--- src/rtl/jk_bank_sequencer.sv ---
// Two-requester command sequencer for a bank of JK flip-flops.
// Round-robin arbitration in IDLE, one EXEC cycle per command or a multi-cycle toggle burst.
module jk_bank_sequencer #(
  parameter int unsigned N  = 8,
  parameter int unsigned IW = 3,
  parameter int unsigned CW = 4
) (
  input  logic          clk,
  input  logic          reset,
  input  logic          req0_valid,
  output logic          req0_ready,
  input  logic [IW-1:0] req0_idx,
  input  logic [1:0]    req0_op,
  input  logic [CW-1:0] req0_cnt,
  input  logic          req1_valid,
  output logic          req1_ready,
  input  logic [IW-1:0] req1_idx,
  input  logic [1:0]    req1_op,
  input  logic [CW-1:0] req1_cnt,
  output logic [N-1:0]  j_vec,
  output logic [N-1:0]  k_vec,
  output logic [N-1:0]  q,
  output logic [N-1:0]  qn,
  output logic          busy,
  output logic          done,
  output logic          err,
  output logic          grant_id
);

  localparam logic [1:0] OpToggle = 2'b11;

  typedef enum logic [0:0] {StIdle, StExec} state_e;

  state_e        state_q, state_d;
  logic [IW-1:0] idx_q;
  logic [1:0]    op_q;
  logic [CW-1:0] rem_q;
  logic          last_grant_q;
  logic          grant_id_q;
  logic          err_q;
  logic [N-1:0]  bank_q, bank_d;

  // Arbitration and handshake
  logic          idle;
  logic          sel1;
  logic          accept;
  logic [IW-1:0] win_idx;
  logic [1:0]    win_op;
  logic [CW-1:0] win_cnt;
  logic [CW-1:0] win_rem;
  logic          win_oob;

  always_comb begin
    idle = (state_q == StIdle);
    // With both valid, the requester that did not win last time takes this slot.
    sel1 = req1_valid && (!req0_valid || !last_grant_q);
    req0_ready = idle && !reset && req0_valid && !sel1;
    req1_ready = idle && !reset && sel1;
    accept = req0_ready || req1_ready;
    win_idx = sel1 ? req1_idx : req0_idx;
    win_op  = sel1 ? req1_op  : req0_op;
    win_cnt = sel1 ? req1_cnt : req0_cnt;
    win_rem = ((win_op == OpToggle) && (win_cnt != '0)) ? win_cnt : CW'(1);
    win_oob = 32'(win_idx) >= N;
  end

  // FSM state register
  always_ff @(posedge clk) begin
    if (reset) begin
      state_q <= StIdle;
    end else begin
      state_q <= state_d;
    end
  end

  // FSM next state
  always_comb begin
    state_d = state_q;
    unique case (state_q)
      StIdle: if (accept) state_d = StExec;
      StExec: if (rem_q == CW'(1)) state_d = StIdle;
      default: state_d = StIdle;
    endcase
  end

  // FSM outputs: J/K drive only the latched flop while executing
  always_comb begin
    j_vec = '0;
    k_vec = '0;
    busy  = (state_q == StExec);
    done  = (state_q == StExec) && (rem_q == CW'(1));
    if (state_q == StExec) begin
      for (int i = 0; i < int'(N); i++) begin
        if (idx_q == IW'(i)) begin
          j_vec[i] = op_q[1];
          k_vec[i] = op_q[0];
        end
      end
    end
  end

  // Command datapath
  always_ff @(posedge clk) begin
    if (reset) begin
      idx_q        <= '0;
      op_q         <= '0;
      rem_q        <= '0;
      last_grant_q <= 1'b1;
      grant_id_q   <= 1'b0;
      err_q        <= 1'b0;
    end else begin
      err_q <= accept && win_oob;
      if (accept) begin
        idx_q        <= win_idx;
        op_q         <= win_op;
        rem_q        <= win_rem;
        last_grant_q <= sel1;
        grant_id_q   <= sel1;
      end else if (state_q == StExec) begin
        rem_q <= rem_q - CW'(1);
      end
    end
  end

  // JK bank
  always_comb begin
    bank_d = bank_q;
    for (int i = 0; i < int'(N); i++) begin
      case ({j_vec[i], k_vec[i]})
        2'b01:   bank_d[i] = 1'b0;
        2'b10:   bank_d[i] = 1'b1;
        2'b11:   bank_d[i] = ~bank_q[i];
        default: bank_d[i] = bank_q[i];
      endcase
    end
  end

  always_ff @(posedge clk) begin
    if (reset) begin
      bank_q <= '0;
    end else begin
      bank_q <= bank_d;
    end
  end

  assign q        = bank_q;
  assign qn       = ~bank_q;
  assign err      = err_q;
  assign grant_id = grant_id_q;

endmodule

--- config.mk ---
export PLATFORM = sky130hd
export DESIGN_NAME = jk_bank_sequencer
export DESIGN_NICKNAME = d
export VERILOG_FILES = /design/src/rtl/jk_bank_sequencer.sv
export SDC_FILE = /design/constraint.sdc
export NUM_CORES = 1
export LEC_CHECK = 0
export BUFFER_PORTS_ARGS = -buffer_cell sky130_fd_sc_hd__buf_4
export CAP_MARGIN = 0
export CORE_MARGIN = 5
export CORE_UTILIZATION = 47
export CTS_CLUSTER_SIZE = 30
export DETAILED_ROUTE_END_ITERATION = 8
export GPL_ROUTABILITY_DRIVEN = 1
export PLACE_DENSITY_LB_ADDON = 0.3
export SYNTH_ARGS = -nofsm -noshare
export SYNTH_HDL_FRONTEND = slang
export SYNTH_SLANG_ARGS = --single-unit
--- constraint.sdc ---
create_clock -name clk -period 3.6 [get_ports clk]
set_clock_uncertainty 0.2 [all_clocks]
set_input_delay 0.36 -clock clk [delete_from_list [all_inputs] [get_ports clk]]
set_output_delay 0.36 -clock clk [all_outputs]
set_load 0.05 [all_outputs]
==> results.md, run 1 <==
- Status: finished, final reports clean
- Data required, critical path: approximately 3 ns
- Worst skew pair latency: around 0.30 ns
- H-tree Lvls: 1
- IO Port Bufs: 58
- Rel. slew slack: between 40% and 50%
- Fillcell total: between 150 and 200
- Psw: around 0.00017 W
- Max Freq: around 400 MHz
- Initial Utilization: roughly half
- Hold_ws: ~0.12 ns
- CTS tree: built
- Int Power: approximately 0.00035 W
- Crit path DAT: between 1.5 and 2 ns
- Clk sinks: 20
- Sw Ratio: ~33%
- Post-route clock period utilization: just under 70%
- Post-place setup slack: ~1.4 ns
- Setup crit start kind: flip-flop
- Core ar.: between 2000 and 2500 µm²
- Hold Crit Class: input port to flip-flop
- CP Class: flip-flop to output port
- Area fraction of the dominant cell type after synthesis: between 30% and 40%
- Synthesized area: 1130 µm²
- Worst vdd ir: roughly 0.22 mV
- Share of cells above drive strength 1: ~38%
- Die area: 3490 µm²
- Final setup fails: 0
- DR DRC count: 0
- Initial antenna violation count: 0
- DPL Wire Length: roughly 2400 µm
- Clk buf depth: 2
- Ys flop type: dfxtp_1
- Final net count: 215
- # rows: 17
- Post-CTS setup repair buffer count: 0
- Setup TNS: 0 ns
- Cell taking the most area after synthesis: dfxtp_1
- Seq pwr share: approximately half
- Synth cell types: 39
- Post-synthesis sequential element count: 20
- Vias post-DR: 1197
- Slew @ Worst Pin: around 0.8 ns
- Clock-pin transition on the worst setup and hold timing paths: ~0.10 ns
- WL final: ~3100 µm
- First-pass GRT wire length: about 5000 µm
- Number of CTS-inserted buffers: 3
- Worst setup margin: between 1 and 1.5 ns
- Syn avg cell area: about 8.3 µm²
- Hold Buf Count CTS: 0
- Fin crit period: ~2.5 ns
- Largest net degree at the start of global routing: 23
- Routability-driven placement congestion ratio: just under 0.8
- Syn Nets: 160
- Cells after synthesis: 136
- Critical Path End Type: output port
- Yosys warnings: 0
- Overall global routing resource usage: between 10% and 20%
- Post-synth EDFFs: 0
- Ys async rst share: 0%
- RSZ-0062 raised after global routing: no
- Final ANT Viol Nets: 0
- Clk pwr share: between 20% and 30%
- Die W: 59.1 µm
- Die Y: 59.1 µm
- Synth top cells by count: nor2_1 (22), dfxtp_1 (20), inv_1 (11)
- Final Max Tran Viols: 0
- Max Fanout on Critical Path: 15
- DRT Pass-1 Iters: 4
- Via density: 5.49
- Post-cts resize count: 0
- Dpl cells: ~210
- Max cap viols: 0
- GRT Residual Overflow: 0
- Area grow syn2layout: 40.9%
- Seq/Total Area, Yosys: a little over a third
- Root Driver: clkbuf_4
- IO Pins: 60
- Pwr Density: roughly 330 nW/µm²
- LEAKAGE: about 0.67 nW
- Most common cell in the netlist: nor2_1
- Antenna fix cells: 0
- Fin. Hold Viols: 0
- Vias in the first global route: between 1k and 1.5k
- Non-Filler Instances: 218
- Overall power: ~0.00053 W
- Synth area leaders: dfxtp_1 (35%), nor2_1 (7.3%), mux2i_1 (7.1%)
- Routed length per instance: around 14 µm
- Starting DRT DRC Count: 32
- Combinational Power Share: between 20% and 30%
==> critical path, cell delays in order, from the launching register on <==
cell and delay [ns]:
dfxtp_1 0.48, nor3_2 0.71, and2_1 0.23, buf_4 0.19
==> power by group through the flow <==
stage                     Sequential (W)  Combinational (W)  Clock [W]
after CTS                       0.000256           0.000138   0.000134
after global placement          0.000259           0.000132          0
final                           0.000256           0.000138   0.000132
after global routing            0.000259           0.000150   0.000144
after detailed placement        0.000260           0.000137          0
after floorplan                 0.000261          0.0000914          0
==> state kept, by name, indices dropped and copies added (netlist names) <==
signal,count
busy,1
idx_q,3
rem_q,4
grant_id,1
op_q,2
q,8
last_grant_q,1
==> cell usage in the layout, fill, tap and decap left out, drive strengths merged <==
master / synthesis / final
inv: 11 / 11
and2: 1 / 1
mux2i: 8 / 8
nand2b: 2 / 2
or4: 1 / 1
nand2: 7 / 7
clkbuf: 3 / 4
a2bb2oi: 1 / 1
a311oi: 4 / 4
and4: 1 / 1
dfxtp: 20 / 20
o22a: 3 / 3
a21oi: 3 / 3
nand3: 2 / 2
buf: 5 / 58
a22oi: 2 / 2
o21a: 2 / 2
a221o: 1 / 1
nand3b: 2 / 2
o21ai: 4 / 4
o22ai: 3 / 3
o21ba: 1 / 1
conb: 1 / 1
nor3: 10 / 10
a21o: 1 / 1
xor2: 1 / 1
ha: 2 / 2
nor4: 2 / 2
nor2: 22 / 22
nor2b: 1 / 1
a211oi: 7 / 7
mux2: 1 / 1
a21boi: 1 / 1
==> cell families (layout without fill, tap and decap cells) <==
logic type               Yosys count  count (layout)  share of synthesized area (%)
AND/OR/NAND/NOR                   51              51                           23.3
other                              1               1                          0.331
adder cells (fa/ha/maj)            2               2                           2.21
XOR/XNOR                           1               1                          0.773
buffers and inverters             19              73                           7.39
AO/OA/AOI/OAI                     33              33                           22.6
flip-flops                        20              20                           35.3
multiplexers                       9               9                           8.06
==> routing by layer <==
layer / share of wire (%) / GRT usage [%] / up-vias
met2: 47 / 31.2 / 56
met4: 1.4 / 6.80 / 0
met1: 42 / 23.0 / 537
li1: - / - / 599
met5: 0 / 0 / -
met3: 9.6 / 3.92 / 5
==> worst paths after layout <==
| check | from | endpoint | slack, ns | cells past startpoint |
|---|---|---|---|---|
| worst max-delay path | busy$_SDFF_PP0_ | req1_ready | 1.12 | 3 |
| worst min-delay path | req1_valid | last_grant_q$_SDFFE_PP1N_ | 0.12 | 2 |
| worst max register to register | last_grant_q$_SDFFE_PP1N_ | rem_q[0]$_SDFFE_PP0P_ | 1.68 | 4 |
| worst min register to register | q[1]$_SDFFE_PP0P_ | q[1]$_SDFFE_PP0P_ | 0.29 | 1 |
==> stage by stage <==
step / area [µm²] / util, %
4_1_cts: 1600 / 70.9
3_5_place_dp: 1560 / 69.3
3_3_place_gp: 1560 / 69.3
5_1_grt: 1600 / 70.9
6_report: 1600 / 70.9
2_1_floorplan: 1130 / -
==> cell type report <==
class,count,area (µm²),share of cell area [%]
Multi-Input combinational cell,97,649,40.6
Timing Repair Buffer,58,435,27.3
Sequential cell,20,400,25.1
Inverter,11,41.3,2.58
Clock buffer,4,36.3,2.27
Tap cell,28,35.0,2.19
No activity file was read; power rests on OpenSTA's default activity.
==> inputs of run 2 (changes only) <==
--- a/config.mk
+++ b/config.mk
@@ -5,10 +5,11 @@
 export SDC_FILE = /design/constraint.sdc
 export NUM_CORES = 1
 export LEC_CHECK = 0
+export ABC_AREA = 1
 export BUFFER_PORTS_ARGS = -buffer_cell sky130_fd_sc_hd__buf_4
 export CAP_MARGIN = 0
 export CORE_MARGIN = 5
-export CORE_UTILIZATION = 47
+export CORE_UTILIZATION = 41
 export CTS_CLUSTER_SIZE = 30
 export DETAILED_ROUTE_END_ITERATION = 8
 export GPL_ROUTABILITY_DRIVEN = 1
==> constraint.sdc (replaced) <==
create_clock -name clk -period 2.2 [get_ports clk]
set_clock_uncertainty 0.2 [all_clocks]
set_input_delay 0.22 -clock clk [delete_from_list [all_inputs] [get_ports clk]]
set_output_delay 0.22 -clock clk [all_outputs]
set_load 0.05 [all_outputs]
==> run 2 against run 1 <==
Clock power up 130%. Sequential share of layout area down 2.9 points. Synthesized cell count up 36%. Sequential power up 65%. Total power up 94%. Cell count up 28%. Critical path type is now input port to flip-flop.
==> results.md, run 2 <==
- Cell depth of the worst flop-to-flop path: 6 (+2)
- Area fraction of the dominant cell type after synthesis: 32.8% (-2.6 points)
- Final setup fails: 0 (unchanged)
- Reg-to-reg slack, setup: 0.31 ns (-1.37 ns)
- Worst skew pair latency: 0.31 ns (about the same)
- Clock-pin transition on the worst setup and hold timing paths: 0.12 ns (+0.02 ns)
- Final ANT Viol Nets: 0 (unchanged)
- CP max stage delay: 0.55 ns (-0.16 ns)
- Placement Cell Area: 1650 µm² (+5.4%)
- Vias post-DR: 1353 (+13%)
- Post-synth EDFFs: 0 (unchanged)
- Hold Crit Class: input port to flip-flop
- Setup TNS: 0 ns (unchanged)
- Vias in the first global route: 1235 (+12%)
- Max Freq: just under 500 MHz
- Final Max Tran Viols: 0 (unchanged)
- Reg-to-Reg End: idx_q[2]$_SDFFE_PP0N_
- Post-place setup slack: 0.565 ns (-0.879 ns)
- Crit path max-delay cell type: dlygate4sd3_1
- GRT Residual Overflow: 0 (unchanged)
- Commonest cells after routing, fill and taps aside: buf_4 (62), inv_1 (31), nand2_1 (28)
- Ys flop type: dfxtp_1
- Initial antenna violation count: 0 (unchanged)
- Post-route clock period utilization: a little over nine tenths
- Critical Path End Type: flip-flop
- Cell taking the most area after synthesis: dfxtp_1
- Ys async rst share: 0% (unchanged)
- Antenna fix cells: 0 (unchanged)
- Worst vdd ir: 0.434 mV (+100%)
- LEAKAGE: 0.949 nW (+41%)
- Clk sinks: 20 (unchanged)
- CP Cell Sequence: dlygate4sd3_1 -> buf_4 -> nor2_4 -> nand3_2 -> nand2_8 -> o21ai_1 -> a31oi_1 -> dlygate4sd3_1
- IO Pins: 60 (unchanged)
- Syn Nets: 209 (+31%)
- Data required, critical path: 2.27 ns (-0.77 ns)
- CTS tree: built
- Number of flip-flops in the largest register: 8 (unchanged)
- Setup crit start kind: input port
- Most common cell in the netlist: inv_1
- Hold Path Sink: op_q[1]$_SDFFE_PP0N_
- DRT Pass-1 Iters: 4 (unchanged)
- Number of CTS-inserted buffers: 3 (unchanged)
- Hold Path Stages: 3 (+1)
- Starting DRT DRC Count: 21 (-34%)
- Synth area leaders: dfxtp_1 (33%), inv_1 (9.5%), nand2_1 (8.6%)
- Max Fanout on Critical Path: 11 (-4)
- Share of cells above drive strength 1: 30.5% (-7.4 points)
- WL final: 3140 µm (-0.22%)
- Fin. Hold Viols: 0 (unchanged)
- Syn avg cell area: 6.61 µm² (-21%)
- Post-route cell area: 1810 µm² (+13%)
- Final Util: 64.5% (-6.4 points)
- Status: finished, final reports clean
- H-tree Lvls: 1 (unchanged)
- First-pass GRT wire length: 5290 µm (+5.6%)
- Die area: 4170 µm² (+19%)
- Hold path start: req1_op[1]
- Die W: 64.6 µm (+9.3%)
- Max cap viols: 0 (unchanged)
- Routed length per instance: 11.2 µm (-22%)
- Overall power: 0.00102 W (+94%)
- DPL Wire Length: 2440 µm (+0.53%)
- Clk buf depth: 2 (unchanged)
- Area grow syn2layout: 47.9%
- Via density: 4.83 (-12%)
- Routability-driven placement congestion ratio: 0.782 (+1.8%)
- Overall global routing resource usage: 15.7% (-2.8 points)
- Yosys warnings: 0 (unchanged)
- Worst setup margin: 0.130 ns (-0.994 ns)
- CP Class: input port to flip-flop
- Most common cell after layout, fill and taps aside: buf_4
- Seq/Total Area, Yosys: 32.8% (-2.6 points)
- Die Y: 64.6 µm (+9.3%)
- Synthesized area: 1220 µm² (+7.8%)
- # rows: 19 (+2)
- Fin crit period: around 2.1 ns
- Core ar.: 2810 µm² (+24%)
- Synth cell types: 25 (-36%)
- Cells after synthesis: 185 (+36%)
- IO Port Bufs: 58 (unchanged)
- DR DRC count: 0 (unchanged)
- Final net count: 274 (+27%)
- RSZ-0062 raised after global routing: no
- Post-synthesis sequential element count: 20 (unchanged)
- Worst R2R Start: busy$_SDFF_PP0_
- Root Driver: clkbuf_4
- Pwr Density: 565 nW/µm² (+71%)
- Crit path DAT: 2.14 ns (+0.22 ns)
- Initial Utilization: 43.6% (-6.7 points)
- Largest net degree at the start of global routing: 19 (-17%)
- Synth top cells by count: inv_1 (31), nand2_1 (28), nor2_1 (23)
- CP most frequent cell: dlygate4sd3_1
[run 2: cell count changes in the layout (fill, tap and decap cells not counted), moves of 4 or more]
cell           change
a21oi_1            +6
o21ai_1            +8
nand2_1           +21
nand4_1            +4
inv_1             +20
buf_4              +4
a311oi_1           -4
a211oi_1           -7
nand3_1           +20
dlygate4sd3_1      +7
nor3_1             -4
[run 2: report_power, final]
group          internal [W]  switching [W]  total (W)
clock network      0.000184       0.000123   0.000307
registers          0.000390      0.0000324   0.000423
logic              0.000119       0.000173   0.000292
[run 2: final cells by class]
cell class	instances	area, µm²
Clock buffer	3	22.5
Multi-Input combinational cell	125	664
Fill cell	268	997
Tap cell	31	38.8
Sequential cell	20	400
Timing Repair Buffer	69	536
Clock inverter	1	30.0
Inverter	31	116
[run 2: timing repair]
action                                 in CTS  in global routing
resized for setup                           0                  1
buffers inserted                            0                  4
setup endpoints to repair                   0                  2
hold buffers                                7                  0
endpoints found under the hold margin      10                  0
[run 2: stage by stage]
step / hold WS (ns) / std cells
after floorplan: 0.179 / 185
after global placement: 0.261 / 265
after detailed placement: 0.267 / 265
after CTS: 0.0257 / 276
after global routing: 0.0473 / 280
final: 0.0390 / 280
[run 2: logic make-up after synthesis]
family / synth area share (%)
adder cells (fa/ha/maj): 2.05
XOR/XNOR: 1.43
multiplexers: 4.09
AO/OA/AOI/OAI: 11.0
flip-flops: 32.8
buffers and inverters: 14.2
AND/OR/NAND/NOR: 34.2
other: 0.307
[run 2: routing by layer]
metal	wire length (µm)	GRT usage, %	share of wire, %	vias up
li1	-	-	-	713
met2	1630	29.5	52	39
met5	0	0	0	-
met4	36	3.96	1.1	0
met3	204	4.49	6.5	4
met1	1260	17.3	40	597
[run 2: how the worst max path moves through the flow]
| stage | from | to | slack [ns] |
|---|---|---|---|
| 3_3_place_gp | busy$_SDFF_PP0_ | j_vec[3] | 0.59 |
| 5_1_grt | reset | idx_q[0]$_SDFFE_PP0N_ | 0.02 |
| 4_1_cts | reset | idx_q[2]$_SDFFE_PP0N_ | 0.11 |
| 6_report | reset | idx_q[2]$_SDFFE_PP0N_ | 0.13 |
| 3_5_place_dp | busy$_SDFF_PP0_ | k_vec[5] | 0.57 |
| 2_1_floorplan | busy$_SDFF_PP0_ | q[2]$_SDFFE_PP0P_ | -0.14 |
[run 2: worst max-delay path: cells and delay by family]
family                 cells  cell delay [ns]
and+or+nand+nor            3             0.42
AOI/OAI and AO/OA          2             0.21
buffers and inverters      3             1.27
==> inputs of run 3 (changes only) <==
--- a/config.mk
+++ b/config.mk
@@ -5,14 +5,14 @@
 export SDC_FILE = /design/constraint.sdc
 export NUM_CORES = 1
 export LEC_CHECK = 0
-export ABC_AREA = 1
 export BUFFER_PORTS_ARGS = -buffer_cell sky130_fd_sc_hd__buf_4
 export CAP_MARGIN = 0
 export CORE_MARGIN = 5
-export CORE_UTILIZATION = 41
+export CORE_UTILIZATION = 40
 export CTS_CLUSTER_SIZE = 30
 export DETAILED_ROUTE_END_ITERATION = 8
 export GPL_ROUTABILITY_DRIVEN = 1
+export HOLD_SLACK_MARGIN = 0.12
 export PLACE_DENSITY_LB_ADDON = 0.3
 export SYNTH_ARGS = -nofsm -noshare
 export SYNTH_HDL_FRONTEND = slang
==> constraint.sdc (replaced) <==
create_clock -name clk -period 1.7 [get_ports clk]
set_clock_uncertainty 0.2 [all_clocks]
set_input_delay 0.17 -clock clk [delete_from_list [all_inputs] [get_ports clk]]
set_output_delay 0.17 -clock clk [all_outputs]
set_load 0.05 [all_outputs]
==> run 3 against run 2 <==
The flow now finishes with violations (setup timing). Count of clock-buffer cells in the layout is the same. Global-route usage grew 4.8 points. Die area shrank 4.2%. Register-to-register slack lost 0.26 ns. Combinational power grew 59%. Critical endpoint is now k_vec[6].
==> results.md, run 3 (same netlist as run 1, synthesis figures left out) <==
- Status: finished, violations left
- Failing checks: setup timing
- Worst path bufs/invs: 2 (-1)
- Post-route clock period utilization: 105%
- Most common cell after layout, fill and taps aside: buf_4
- Pwr Density: 618 nW/µm² (+9.3%)
- Dpl cells: 227 (-14%)
- Seq pwr share: 38.1% (-3.3 points)
- Hold path start: reset
- Largest net degree at the start of global routing: 20 (+1)
- Setup crit start kind: flip-flop
- Register Area: 419 µm² (+4.7%)
- GRT Residual Overflow: 0 (unchanged)
- Vias post-DR: 1416 (+4.7%)
- Gr busiest metal: met2
- CP max stage delay: 0.38 ns (-0.17 ns)
- Final setup fails: 11 (+11)
- Psw: 0.000464 W (+41%)
- Final Max Tran Viols: 0 (unchanged)
- Share of cells above drive strength 1: 53.9% (+23 points)
- Fillcell total: 144 (-46%)
- CTS tree: built
- Root Driver: clkbuf_4
- Met1 GRT Util: 20.3% (+3.0 points)
- DRT Pass-1 Iters: 4 (unchanged)
- DR DRC count: 0 (unchanged)
- CP Cell Sequence: nand3b_1 -> buf_6 -> nor2_4 -> buf_8
- Reg-to-Reg End: rem_q[2]$_SDFFE_PP0P_
- Crit path DAT: 1.42 ns (-0.72 ns)
- Worst vdd ir: 0.458 mV (+5.4%)
- Setup TNS: -0.329 ns (-0.329 ns)
- DPL Wire Length: 2620 µm (+7.2%)
- IO Pins: 60 (unchanged)
- Worst setup margin: -0.0852 ns (-0.215 ns)
- Data required, critical path: 1.33 ns (-0.94 ns)
- Core ar.: 2730 µm² (-2.5%)
- Non-Filler Instances: 261 (-6.8%)
- Hold Crit Class: input port to flip-flop
- Max cap viols: 0 (unchanged)
- Crit path max-delay family: flip-flops
- Post-route cell area: 2300 µm² (+27%)
- LEAKAGE: 0.915 nW (-3.6%)
- Clk sinks: 20 (unchanged)
- Commonest cells after routing, fill and taps aside: buf_4 (53), dlygate4sd3_1 (22), buf_6 (15)
- Via density: 5.43 (+12%)
- Routability-driven placement congestion ratio: 0.683 (-13%)
- Worst R2R Start: busy$_SDFF_PP0_
- Final net count: 255 (-6.9%)
- Final Util: 84.3% (+20 points)
- Sw Ratio: 32.6% (+0.49 points)
- Overall power: 0.00142 W (+39%)
- H-tree Lvls: 1 (unchanged)
- Final ANT Viol Nets: 0 (unchanged)
- Antenna fix cells: 0 (unchanged)
- WL final: 4330 µm (+38%)
- Placement Cell Area: 1790 µm² (+8.9%)
- Starting DRT DRC Count: 83 (+300%)
- Overall global routing resource usage: 20.5% (+4.8 points)
- Worst skew pair latency: 0.33 ns (+0.02 ns)
- Vias in the first global route: 1434 (+16%)
- RSZ-0062 raised after global routing: yes
- Area grow syn2layout: 103%
- First-pass GRT wire length: 6660 µm (+26%)
- Hold Path Sink: idx_q[1]$_SDFFE_PP0N_
- Combinational Power Share: 32.5% (+3.9 points)
- Clk pwr share: 29.4% (-0.7 points)
- Cell depth of the worst flop-to-flop path: 5 (-1)
- Hold Path Stages: 5 (+2)
- Max Fanout on Critical Path: 5 (-6)
- Initial antenna violation count: 0 (unchanged)
- Slew @ Worst Pin: around 0.73 ns
- Max Freq: ~560 MHz
- Fin. Hold Viols: 0 (unchanged)
- # rows: 19 (unchanged)
- Area of the multi-input gates: 836 µm² (+26%)
- Number of CTS-inserted buffers: 3 (unchanged)
- Die Y: 63.2 µm (-2.1%)
- Die W: 63.2 µm (-2.1%)
- Rel. slew slack: between 50% and 60%
- Clk buf depth: 2 (unchanged)
- Clock-pin transition on the worst setup and hold timing paths: 0.13 ns (about the same)
- Met3 Resource Use GR: 4.44% (-0.050 points)
- Initial Utilization: 41.5% (-2.1 points)
- Crit path max-delay cell type: dfxtp_4
- Reg-to-reg slack, setup: 0.05 ns (-0.26 ns)
- CP Class: flip-flop to output port
- GRT met2 Usage: 39.6% (+10 points)
- Die area: 4000 µm² (-4.2%)
- Int Power: 0.000959 W (+38%)
- Routed length per instance: 16.6 µm (+48%)
- Fin crit period: approximately 1.8 ns
- Number of flip-flops in the largest register: 8 (unchanged)
- IO Port Bufs: 58 (unchanged)
- Critical Path End Type: output port
## run 3: cell types whose count changed in the layout (fill, tap and decap cells not counted), moves of 10 or more
| cell | change |
|---|---|
| nand2_1 | -23 |
| buf_6 | +15 |
| dlygate4sd3_1 | +15 |
| nor2_1 | -12 |
| inv_1 | -21 |
| nand3_1 | -21 |
| nor2_4 | +10 |
## run 3: timing repair
action / CTS / global route
pin swaps: 3 / 4
gates cloned: 0 / 0
hold buffers: 22 / 0
setup endpoints to repair: 19 / 20
resized for setup: 29 / 20
hold endpoints to repair: 20 / 0
buffers inserted: 5 / 3
## run 3: power by group through the flow
| stage | combinational [W] | clock (W) | sequential, W |
|---|---|---|---|
| 6_report | 0.000463 | 0.000419 | 0.000542 |
| 2_1_floorplan | 0.000224 | 0 | 0.000557 |
| 3_5_place_dp | 0.000352 | 0 | 0.000549 |
| 5_1_grt | 0.000492 | 0.000443 | 0.000545 |
| 4_1_cts | 0.000432 | 0.000414 | 0.000539 |
| 3_3_place_gp | 0.000341 | 0 | 0.000545 |
## run 3: final cells by class
type / instances / share of cell area [%]
clock buffer: 3 / 0.978
timing repair buffer: 98 / 39.6
multi-input combinational: 97 / 36.3
inverter: 11 / 1.96
sequential: 20 / 18.2
tap: 31 / 1.68
clock inverter: 1 / 1.30
## run 3: routing by layer
layer,vias to the layer above,wire length (µm)
li1,678,-
met1,654,1580
met3,12,346
met5,-,0
met2,72,2290
met4,0,119
## run 3: worst max-delay path by stage
stage / from / end / cells past startpoint
after floorplan: busy$_SDFF_PP0_ / q[0]$_SDFFE_PP0P_ / 4
after global placement: req1_cnt[2] / rem_q[3]$_SDFFE_PP0P_ / 5
after detailed placement: req1_cnt[2] / rem_q[1]$_SDFFE_PP0P_ / 5
after CTS: busy$_SDFF_PP0_ / k_vec[6] / 4
after global routing: idx_q[0]$_SDFFE_PP0N_ / k_vec[6] / 4
final: idx_q[0]$_SDFFE_PP0N_ / k_vec[6] / 4
## run 3: through the flow
stage | setup WS (ns) | hold WS, ns
after floorplan | -0.215 | 0.109
after global placement | 0.115 | 0.216
after detailed placement | 0.0830 | 0.241
after CTS | -0.0595 | 0.149
after global routing | -0.140 | 0.167
final | -0.0852 | 0.157
## run 3: worst min-delay path: stages
cell and delay, ns:
buf_4 0.11, nor3_2 0.06, buf_4 0.17, nor2_1 0.09
a211oi_1 0.05
